===== config.mk =====
export PLATFORM = sky130hd
export DESIGN_NAME = dlsc_cpu1_opfetch
export DESIGN_NICKNAME = d
export VERILOG_FILES = /design/src/rtl/dlsc_cpu1_opfetch_pkg.sv /design/src/rtl/dlsc_cpu1_regfile.sv /design/src/rtl/dlsc_cpu1_opfetch.sv
export SDC_FILE = /design/constraint.sdc
export NUM_CORES = 1
export LEC_CHECK = 0
export BUFFER_PORTS_ARGS = -buffer_cell sky130_fd_sc_hd__buf_2
export CORE_MARGIN = 1.5
export CORE_UTILIZATION = 23
export DETAILED_ROUTE_END_ITERATION = 8
export HOLD_SLACK_MARGIN = 0.12
export SYNTH_ARGS = -nofsm -noshare
export SYNTH_HDL_FRONTEND = slang
export SYNTH_SLANG_ARGS = --single-unit
export TNS_END_PERCENT = 50

===== constraint.sdc =====
create_clock -name clk -period 2 [get_ports clk]
set_clock_uncertainty 0.05 [all_clocks]
set_input_delay 0.3 -clock clk [delete_from_list [all_inputs] [get_ports clk]]
set_output_delay 0.3 -clock clk [all_outputs]
set_load 0.02 [all_outputs]

===== src/rtl/dlsc_cpu1_opfetch_pkg.sv =====
// Shared definitions for the dlsc_cpu1 operand-fetch slice.
//   REGB_DEFAULT : default register address width (32 architectural registers)
//   XLEN         : datapath width
//   alu_op_t     : ALU op encodings; bit 3 selects the shifter
package dlsc_cpu1_opfetch_pkg;

  localparam int unsigned REGB_DEFAULT = 5;
  localparam int unsigned XLEN         = 32;

  typedef enum logic [3:0] {
    ALU_ADD = 4'h0,
    ALU_SUB = 4'h1,
    ALU_AND = 4'h2,
    ALU_OR  = 4'h3,
    ALU_XOR = 4'h4,
    ALU_SLT = 4'h5,
    ALU_SLL = 4'h8,
    ALU_SRL = 4'h9,
    ALU_SRA = 4'hA
  } alu_op_t;

endpackage


===== src/rtl/dlsc_cpu1_regfile.sv =====
// Register file: REGS x XLEN, two asynchronous read ports, one synchronous
// write port, no reset. r0 always reads as zero and writes to it are dropped.
//   clk              clock
//   wr_en/addr/data  write port (synchronous)
//   ra_addr/ra_data  read port A (asynchronous)
//   rb_addr/rb_data  read port B (asynchronous)
module dlsc_cpu1_regfile
  import dlsc_cpu1_opfetch_pkg::*;
#(
  parameter     DEVICE = "GENERIC",
  parameter int REGS   = 32,
  parameter int REGB   = 5
) (
  input  logic            clk,
  input  logic            wr_en,
  input  logic [REGB-1:0] wr_addr,
  input  logic [XLEN-1:0] wr_data,
  input  logic [REGB-1:0] ra_addr,
  output logic [XLEN-1:0] ra_data,
  input  logic [REGB-1:0] rb_addr,
  output logic [XLEN-1:0] rb_data
);

  logic [XLEN-1:0] mem [REGS];

  // No device-specific primitive exists yet; every target infers the
  // same distributed memory.
  generate
    if (DEVICE == "GENERIC") begin : g_generic
      always_ff @(posedge clk) begin
        if (wr_en && (wr_addr != '0)) mem[wr_addr] <= wr_data;
      end
    end else begin : g_device
      always_ff @(posedge clk) begin
        if (wr_en && (wr_addr != '0)) mem[wr_addr] <= wr_data;
      end
    end
  endgenerate

  assign ra_data = (ra_addr == '0) ? '0 : mem[ra_addr];
  assign rb_data = (rb_addr == '0) ? '0 : mem[rb_addr];

endmodule


===== src/rtl/dlsc_cpu1_opfetch.sv =====
// Operand-fetch stage feeding dlsc_cpu1_alu. Reads the register file,
// forwards from EX and WB, stalls on load-use hazards and presents the
// resolved operands through a valid/ready EX register.
//   clk, rst_n          clock, asynchronous active-low reset
//   flush               drop the EX instruction and any offered ID instruction
//   id_*                decoded instruction (valid/ready handshake)
//   ex_*                EX register outputs (valid/ready handshake)
//   ex_result           ALU result for the instruction held in EX
//   wb_en/addr/data     register-file write port
module dlsc_cpu1_opfetch
  import dlsc_cpu1_opfetch_pkg::*;
#(
  parameter     DEVICE = "GENERIC",
  parameter int REGS   = 32,
  parameter int REGB   = REGB_DEFAULT
) (
  input  logic            clk,
  input  logic            rst_n,
  input  logic            flush,
  input  logic            id_valid,
  output logic            id_ready,
  input  logic [REGB-1:0] id_ra,
  input  logic [REGB-1:0] id_rb,
  input  logic [REGB-1:0] id_rd,
  input  logic            id_use_imm,
  input  logic [XLEN-1:0] id_imm,
  input  logic [3:0]      id_alu_op,
  input  logic            id_alu_signed,
  input  logic            id_wr_en,
  input  logic            id_is_load,
  output logic            ex_valid,
  input  logic            ex_ready,
  output logic [3:0]      ex_alu_op,
  output logic            ex_alu_signed,
  output logic [XLEN-1:0] ex_in_a,
  output logic [XLEN-1:0] ex_in_b,
  output logic [REGB-1:0] ex_rd,
  output logic            ex_wr_en,
  output logic            ex_is_load,
  input  logic [XLEN-1:0] ex_result,
  input  logic            wb_en,
  input  logic [REGB-1:0] wb_addr,
  input  logic [XLEN-1:0] wb_data
);

  logic            advance;
  logic            hazard;
  logic            ex_fwd_ok;
  logic [XLEN-1:0] rf_a, rf_b;
  logic [XLEN-1:0] op_a, op_b;

  dlsc_cpu1_regfile #(
    .DEVICE (DEVICE),
    .REGS   (REGS),
    .REGB   (REGB)
  ) u_regfile (
    .clk     (clk),
    .wr_en   (wb_en),
    .wr_addr (wb_addr),
    .wr_data (wb_data),
    .ra_addr (id_ra),
    .ra_data (rf_a),
    .rb_addr (id_rb),
    .rb_data (rf_b)
  );

  assign advance   = !ex_valid || ex_ready;
  // A load in EX has no result yet; only ALU results may be forwarded.
  assign ex_fwd_ok = ex_valid && ex_wr_en && !ex_is_load;
  assign hazard    = ex_valid && ex_is_load && ex_wr_en && (ex_rd != '0) &&
                     ((ex_rd == id_ra) || (!id_use_imm && (ex_rd == id_rb)));
  assign id_ready  = advance && !hazard && !flush;

  always_comb begin
    op_a = rf_a;
    if (id_ra == '0)                         op_a = '0;
    else if (ex_fwd_ok && (ex_rd == id_ra))  op_a = ex_result;
    else if (wb_en && (wb_addr == id_ra))    op_a = wb_data;
  end

  always_comb begin
    op_b = rf_b;
    if (id_use_imm)                          op_b = id_imm;
    else if (id_rb == '0)                    op_b = '0;
    else if (ex_fwd_ok && (ex_rd == id_rb))  op_b = ex_result;
    else if (wb_en && (wb_addr == id_rb))    op_b = wb_data;
  end

  always_ff @(posedge clk or negedge rst_n) begin
    if (!rst_n) begin
      ex_valid      <= 1'b0;
      ex_alu_op     <= '0;
      ex_alu_signed <= 1'b0;
      ex_in_a       <= '0;
      ex_in_b       <= '0;
      ex_rd         <= '0;
      ex_wr_en      <= 1'b0;
      ex_is_load    <= 1'b0;
    end else if (flush) begin
      ex_valid <= 1'b0;
    end else if (advance) begin
      ex_valid <= id_valid && id_ready;
      if (id_valid && id_ready) begin
        ex_alu_op     <= id_alu_op;
        ex_alu_signed <= id_alu_signed;
        ex_in_a       <= op_a;
        ex_in_b       <= op_b;
        ex_rd         <= id_rd;
        ex_wr_en      <= id_wr_en;
        ex_is_load    <= id_is_load;
      end
    end
  end

endmodule


==> results of run 1 <==
## synthesized netlist by cell type (3+ instances only)
library cell,count
a211oi_1,22
a21oi_1,94
a221o_1,10
a221oi_1,23
a222oi_1,22
a22o_1,3
a22oi_1,109
a2bb2oi_1,10
and3_1,3
buf_1,15
buf_2,75
buf_4,22
buf_6,3
clkbuf_1,123
clkinv_1,22
dfrtp_1,77
edfxtp_1,1024
inv_1,56
mux2_1,13
mux2i_1,211
mux4_2,457
nand2_1,22
nand2b_1,7
nand3_1,10
nand3b_1,3
nand4_1,3
nor2_1,83
nor2b_1,11
nor3_1,34
nor4_1,3
o21ai_1,3
o221ai_1,45
o221ai_2,30
o22ai_1,108
o31ai_1,11
or3_1,4
xnor2_1,12
xor2_1,8
## routing by layer
| metal | routed length [µm] | vias up |
|---|---|---|
| li1 | - | 13500 |
| met5 | 22 | - |
| met2 | 91500 | 1860 |
| met1 | 71800 | 17900 |
| met4 | 6950 | 4 |
| met3 | 15900 | 338 |
## worst max-delay path, stage by stage, from the launching register on
cell	delay [ps]
dfrtp_2	400
or4_4	550
o2111ai_4	220
buf_6	140
o211a_4	170
buf_6	110
## worst max path at each step
| stage | start | end | slack, ps |
|---|---|---|---|
| after CTS | ex_rd[2] | id_ready | -770 |
| final | ex_rd[1] | id_ready | -700 |
| after floorplan | ex_rd[1] | ex_in_a[0] | -270 |
| after global routing | ex_rd[2] | id_ready | -760 |
| after global placement | id_rb[0] | ex_in_b[6] | -690 |
| after detailed placement | id_rb[0] | ex_in_b[31] | -720 |
## state kept, by name, summed over array words and instances (netlist names)
signal and count:
ex_rd 5, ex_alu_op 4, ex_valid 1, u_regfile.mem 1024, ex_in_b 32, ex_is_load 1, ex_wr_en 1, ex_alu_signed 1
ex_in_a 32
## report_power, final
group | total (µW) | internal (µW) | switching [µW] | leakage [µW]
clock network | 21500 | 12100 | 9350 | 0.00180
registers | 26300 | 25800 | 466 | 0.0102
logic | 7480 | 3340 | 4130 | 0.0105
## repair_timing
item,CTS,global route
hold endpoints to repair,992,0
pin swaps,14,18
endpoints found under the setup margin,78,78
hold buffers,112,0
cloned,4,7
resized for setup,74,48
buffers inserted,11,15
## cell families (layout without fill, tap and decap cells)
| logic type | after synthesis | count (layout) | share of synthesized area |
|---|---|---|---|
| other | 1 | 36 | 0.0000728 |
| AOI/OAI and AO/OA | 499 | 499 | 0.0737 |
| and+or+nand+nor | 192 | 192 | 0.0173 |
| xor gates and xnor gates | 20 | 20 | 0.00340 |
| buffers and inverters | 316 | 1105 | 0.0269 |
| muxes | 683 | 683 | 0.244 |
| DFF | 1101 | 1101 | 0.634 |
## per-stage QoR
stage | TNS (ps) | hold WS (ps) | power [µW] | setup slack [ps] | instance area [µm²]
4_1_cts | -37450 | 123 | 55400 | -770 | 66300
3_5_place_dp | -43950 | 285 | 33500 | -716 | 60900
6_report | -39540 | 155 | 55200 | -701 | 66900
3_3_place_gp | -43760 | 280 | 33500 | -689 | 60900
2_1_floorplan | -179360 | -45.6 | 30100 | -268 | 51800
5_1_grt | -43280 | 168 | 56800 | -757 | 66900
## final cells by class
| class | count | area [µm²] |
|---|---|---|
| diodes | 4 | 10.0 |
| clock inverters | 66 | 711 |
| flip-flops and latches | 1101 | 32700 |
| well taps | 2975 | 3720 |
| repair buffers | 819 | 8080 |
| inverters | 78 | 293 |
| clock buffers | 142 | 2990 |
| multi-input cells | 1426 | 18400 |
| fillers | 21800 | 155000 |
==> summary.txt, run 1 <==
Routed wire length -> 186000 µm
Ys Warns -> 0
Area Growth Syn to Fin -> 29.8%
Post-synth top flop -> edfxtp_1
Sequential area share after synthesis -> 0.634
Initial Utilization -> 0.232
Crit path max fanout -> 2
Cell area after synthesis -> 51500 µm²
Layout cells sized above 1 -> 0.411
Setup slack after layout -> -701 ps
Die Y -> 476 µm
Num CTS Buffers -> 111
M3 GR Usage -> 0.0335
Ys async rst share -> 0.0699
RSZ-0062 raised after global routing -> true
Synth area leaders -> edfxtp_1 60%, mux4_2 20%, mux2i_1 4.1%
F_max -> 0.370 GHz
Via count -> 33700
MaxCap Viol Count -> 0
Core Region -> 222000 µm²
Final antenna-violating net count -> 0
Top cell type by total area after synthesis -> edfxtp_1
Grt met2 use -> 0.265
Met1 Resource Use GR -> 0.199
GRT Max-Usage Layer -> met2
Status -> finished with violations
Fin cells -> 6611
Clock latency on the worst-skew pair -> 760 ps
1st-iter DRT viols -> 4276
Remaining Overflow, GRT -> 0
Initial antenna violation count -> 20
Period utilisation layout -> 1.35
Most frequent cells in the layout -> 1024 x edfxtp_1, 457 x mux4_2, 338 x buf_4
Static leakage -> 0.0225 µW
Top-area cell type share of the netlist area -> 0.597
Post-layout nets -> 3667
Average instance area after synthesis -> 18.3 µm²
Actual slew at the worst max-slew pin -> 1090 ps
CTS tree -> built
FF+latch count, synth -> 1101
Vias in the first global route -> 33800
Crit path time final -> 2700 ps
Gr usage total -> 0.157
Number of I/O pins -> 208
Final Util -> 0.301
Critical Path RT -> 1650 ps
Clock root cell -> clkbuf_16
Worst Path Class, Setup -> reg2out
DP Cell Count -> 6256
Commonest non-fill, non-tap cell in the layout -> edfxtp_1
HPWL Detailed -> 124000 µm
Normalized max-slew margin -> 0.270
CP startpoint kind -> flop
DR WL/cell -> 28.2 µm
Die Area -> 227000 µm²
Clock sink count -> 1101
Netlist cell types -> 54
Setup Viol. Count Final -> 78
Clock transition at path regs -> 60 ps
Placer congestion estimate -> 0.849
Cells after synthesis -> 2812
Pwr dens -> 826 nW/µm²
Crit end category -> output pin
DR pass1 iterations -> 8
Hold Path Class -> in2async
First-pass GRT wire length -> 257000 µm
Number of port buffers -> 207
Reg-to-reg setup timing slack -> -600 ps
Largest net degree at the start of global routing -> 35
Data arrival, critical path -> 2350 ps
DR vias/cell -> 5.10
Hold Vio Cnt, Final -> 0
Failing checks -> setup timing
EDFF count, synth -> 1024
Max-slew violation count -> 0
Core Rows -> 173
Critical R2R Launch -> ex_rd[1]
R2R Path End -> ex_in_a[8]
R2R cell count -> 8
Peak supply drop -> 0.623 mV
DRC Markers -> 0
H-tree levels -> 3
Clock Tree Buf Depth -> 3
Die Wd -> 476 µm
(Power assumes the default switching activity.)
==> inputs of run 2 (changes only) <==
--- a/config.mk
+++ b/config.mk
@@ -6,11 +6,13 @@
 export NUM_CORES = 1
 export LEC_CHECK = 0
 export BUFFER_PORTS_ARGS = -buffer_cell sky130_fd_sc_hd__buf_2
+export CAP_MARGIN = 40
 export CORE_MARGIN = 1.5
 export CORE_UTILIZATION = 23
 export DETAILED_ROUTE_END_ITERATION = 8
 export HOLD_SLACK_MARGIN = 0.12
 export SYNTH_ARGS = -nofsm -noshare
 export SYNTH_HDL_FRONTEND = slang
+export SYNTH_HIERARCHICAL = 1
 export SYNTH_SLANG_ARGS = --single-unit
 export TNS_END_PERCENT = 50
==> run 2 against run 1 <==
Compared with the run above:
- the flow still finishes with violations (setup timing)
- largest cell class unchanged
- final cell count is 8.7% higher
- sequential cell count stayed put
- hold slack better by 10 ps
- global-route usage is 0.80 points higher
- register-to-register slack better by 180 ps
- critical path type unchanged
- clock-buffer cell count is 26 lower
- sequential share of layout area is 2.9 points lower
- final area is 6.2% higher
- sequential power hardly changed
- first-iteration DRC count is 3.9% higher
- routed wire length is 8.0% higher
- critical endpoint unchanged
- maximum frequency is 9.3% higher
==> summary.txt, run 2 <==
Largest delay contributor family on the critical path -> simple AND/OR/NAND/NOR gates
Top Registers -> u_regfile/mem: 1024 flops, ex_in_a: 32 flops, ex_in_b: 32 flops
Routed wire length -> 201000 µm
Placer congestion estimate -> 0.885
Max reg flops -> 1024
Final antenna-violating net count -> 0
DR WL/cell -> 28.0 µm
Setup slack after layout -> -471 ps
Adder-cell share of the synthesized area -> 0
Actual slew at the worst max-slew pin -> 599 ps
Clock root cell -> clkbuf_16
EDFF count, synth -> 1024
Data arrival, critical path -> 2120 ps
Number of port buffers -> 207
Crit path time final -> 2470 ps
Filler cell count in the final layout -> 22300
Area Growth Syn to Fin -> 32.9%
Num CTS Buffers -> 107
Gr usage total -> 0.165
Hold Vio Cnt, Final -> 0
Setup Viol. Count Final -> 70
CP max stage cell -> dfrtp_2
Top cell type by total area after synthesis -> edfxtp_1
Top cells by count, synth -> 1024 x edfxtp_1, 320 x mux2i_1, 298 x mux4_2, 147 x clkbuf_1, 88 x nand2_1
DP Cell Count -> 6859
Ys Warns -> 6
Main combinational cell family by area after synthesis -> multiplexers
Hold Path Class -> in2reg
Worst Path Class, Setup -> reg2out
Core Rows -> 176
DR vias/cell -> 5.23
Die Area -> 235000 µm²
Largest net degree at the start of global routing -> 50
Period utilisation layout -> 1.24
HPWL Detailed -> 137000 µm
Biggest register -> u_regfile/mem
DR pass1 iterations -> 6
Initial antenna violation count -> 27
Commonest non-fill, non-tap cell in the layout -> edfxtp_1
H-tree levels -> 3
CTS tree -> built
Clock latency on the worst-skew pair -> 770 ps
Reg-to-reg setup timing slack -> -420 ps
Normalized max-slew margin -> 0.601
DRC Markers -> 0
Fin cells -> 7183
RSZ-0062 raised after global routing -> true
Peak supply drop -> 0.695 mV
Die Wd -> 485 µm
Initial Utilization -> 0.232
Post-synthesis mux area share -> 0.235
Post-route cell area -> 71000 µm²
Vias in the first global route -> 37700
Crit path max fanout -> 3
CP Buf/Inv Count -> 1
Clock sink count -> 1101
F_max -> 0.405 GHz
Crit end category -> output pin
Post-synth top flop -> edfxtp_1
1st-iter DRT viols -> 4444
Final Util -> 0.308
Clock transition at path regs -> 70 ps
Ys async rst share -> 0.0699
Number of I/O pins -> 208
Synth area leaders -> edfxtp_1 58%, mux4_2 13%, mux2i_1 6.0%
Layout cells sized above 1 -> 0.438
M3 GR Usage -> 0.0367
Average instance area after synthesis -> 16.7 µm²
Pre-CTS WS -> -1220 ps
First-pass GRT wire length -> 281000 µm
CP startpoint kind -> flop
Core Region -> 231000 µm²
Top-area cell type share of the netlist area -> 0.575
Failing checks -> setup timing
MaxCap Viol Count -> 0
Cell area after synthesis -> 53400 µm²
XOR/XNOR Fraction of Synth Area -> 0.00328
Cells after synthesis -> 3193
Post-layout nets -> 4193
Netlist cell types -> 58
FF+latch count, synth -> 1101
Crit-path max cell delay -> 450 ps
GRT Max-Usage Layer -> met2
Clock Tree Buf Depth -> 3
Pwr dens -> 792 nW/µm²
Max-slew violation count -> 0
Static leakage -> 0.0247 µW
Sequential area share after synthesis -> 0.611
Via count -> 37600
Grt met2 use -> 0.266
Die Y -> 485 µm
Count leader, synth -> edfxtp_1
Synth Area in Compound Gates -> 0.0846
Remaining Overflow, GRT -> 0
Status -> finished with violations
Crit-path cells -> xor2_2 > nor3_4 > o2bb2ai_4 > nand2_2 > and2_4 > buf_6
Met1 Resource Use GR -> 0.214
Post-synthesis simple-gate area fraction -> 0.0331
Critical Path RT -> 1650 ps
Placed Area -> 64400 µm²
Setup_tns -> -16330 ps
Most frequent cells in the layout -> 1024 x edfxtp_1, 552 x buf_4, 345 x mux4_2
==> run 2: cell types whose count changed in the layout (fill, tap and decap cells not counted), moves of 67 or more <==
cell | previous run | this run
buf_4 | 338 | 552
mux2_4 | 8 | 77
mux2i_1 | 211 | 319
mux4_2 | 457 | 345
nand2_1 | 20 | 87
o22ai_1 | 108 | 0
==> run 2: cell families after synthesis <==
kind of cell | after synthesis
mux | 780
xor+xnor | 20
flops | 1101
compound gates | 604
other cells | 1
simple gates | 330
buf+inv | 357
==> run 2: layer usage <==
| metal | wire length (µm) | up-vias |
|---|---|---|
| li1 | - | 15100 |
| met4 | 8640 | 10 |
| met5 | 69 | - |
| met3 | 20900 | 455 |
| met1 | 78200 | 19600 |
| met2 | 93300 | 2394 |
==> run 2: repair_timing <==
item                                   4_1_cts  5_1_grt
endpoints found under the hold margin      666        0
buffers inserted                            26       14
setup endpoints to repair                   77       77
hold buffers                               108        0
pin swaps                                  134       78
resized for setup                          325      147
==> run 2: final cells by class <==
class	count	area, µm²	area share
sequential	1101	32700	0.460
clock buffer	116	2750	0.0388
tap	3026	3790	0.0533
timing repair buffer	1020	9400	0.132
antenna	4	10.0	0.000141
clock inverter	83	997	0.0140
inverter	67	253	0.00356
multi-input combinational	1766	21100	0.298
==> run 2: path summary, 6_finish.rpt <==
| path | start | endpoint | cells past startpoint |
|---|---|---|---|
| worst max-delay path | ex_rd[0] | id_ready | 6 |
| worst min-delay path | wb_data[29] | u_regfile/mem[29][29] | 2 |
| worst max register to register | u_regfile/mem[27][27] | ex_in_b[27] | 8 |
| worst min register to register | ex_in_a[4] | ex_in_a[4] | 1 |
| max in group asynchronous | rst_n | ex_in_a[2] | 4 |
| min in group asynchronous | rst_n | ex_in_b[30] | 4 |
==> run 2: power breakdown <==
group	internal (µW)	switching, µW	total (µW)
clock network	12300	9440	21700
registers	25800	377	26200
logic	3630	4690	8320
==> run 2: per-stage QoR <==
stage | hold slack, ps | power, µW
after floorplan | -45.6 | 30300
after global placement | 197 | 33800
after detailed placement | 203 | 33900
after CTS | 122 | 56000
after global routing | 161 | 57600
final | 165 | 56200
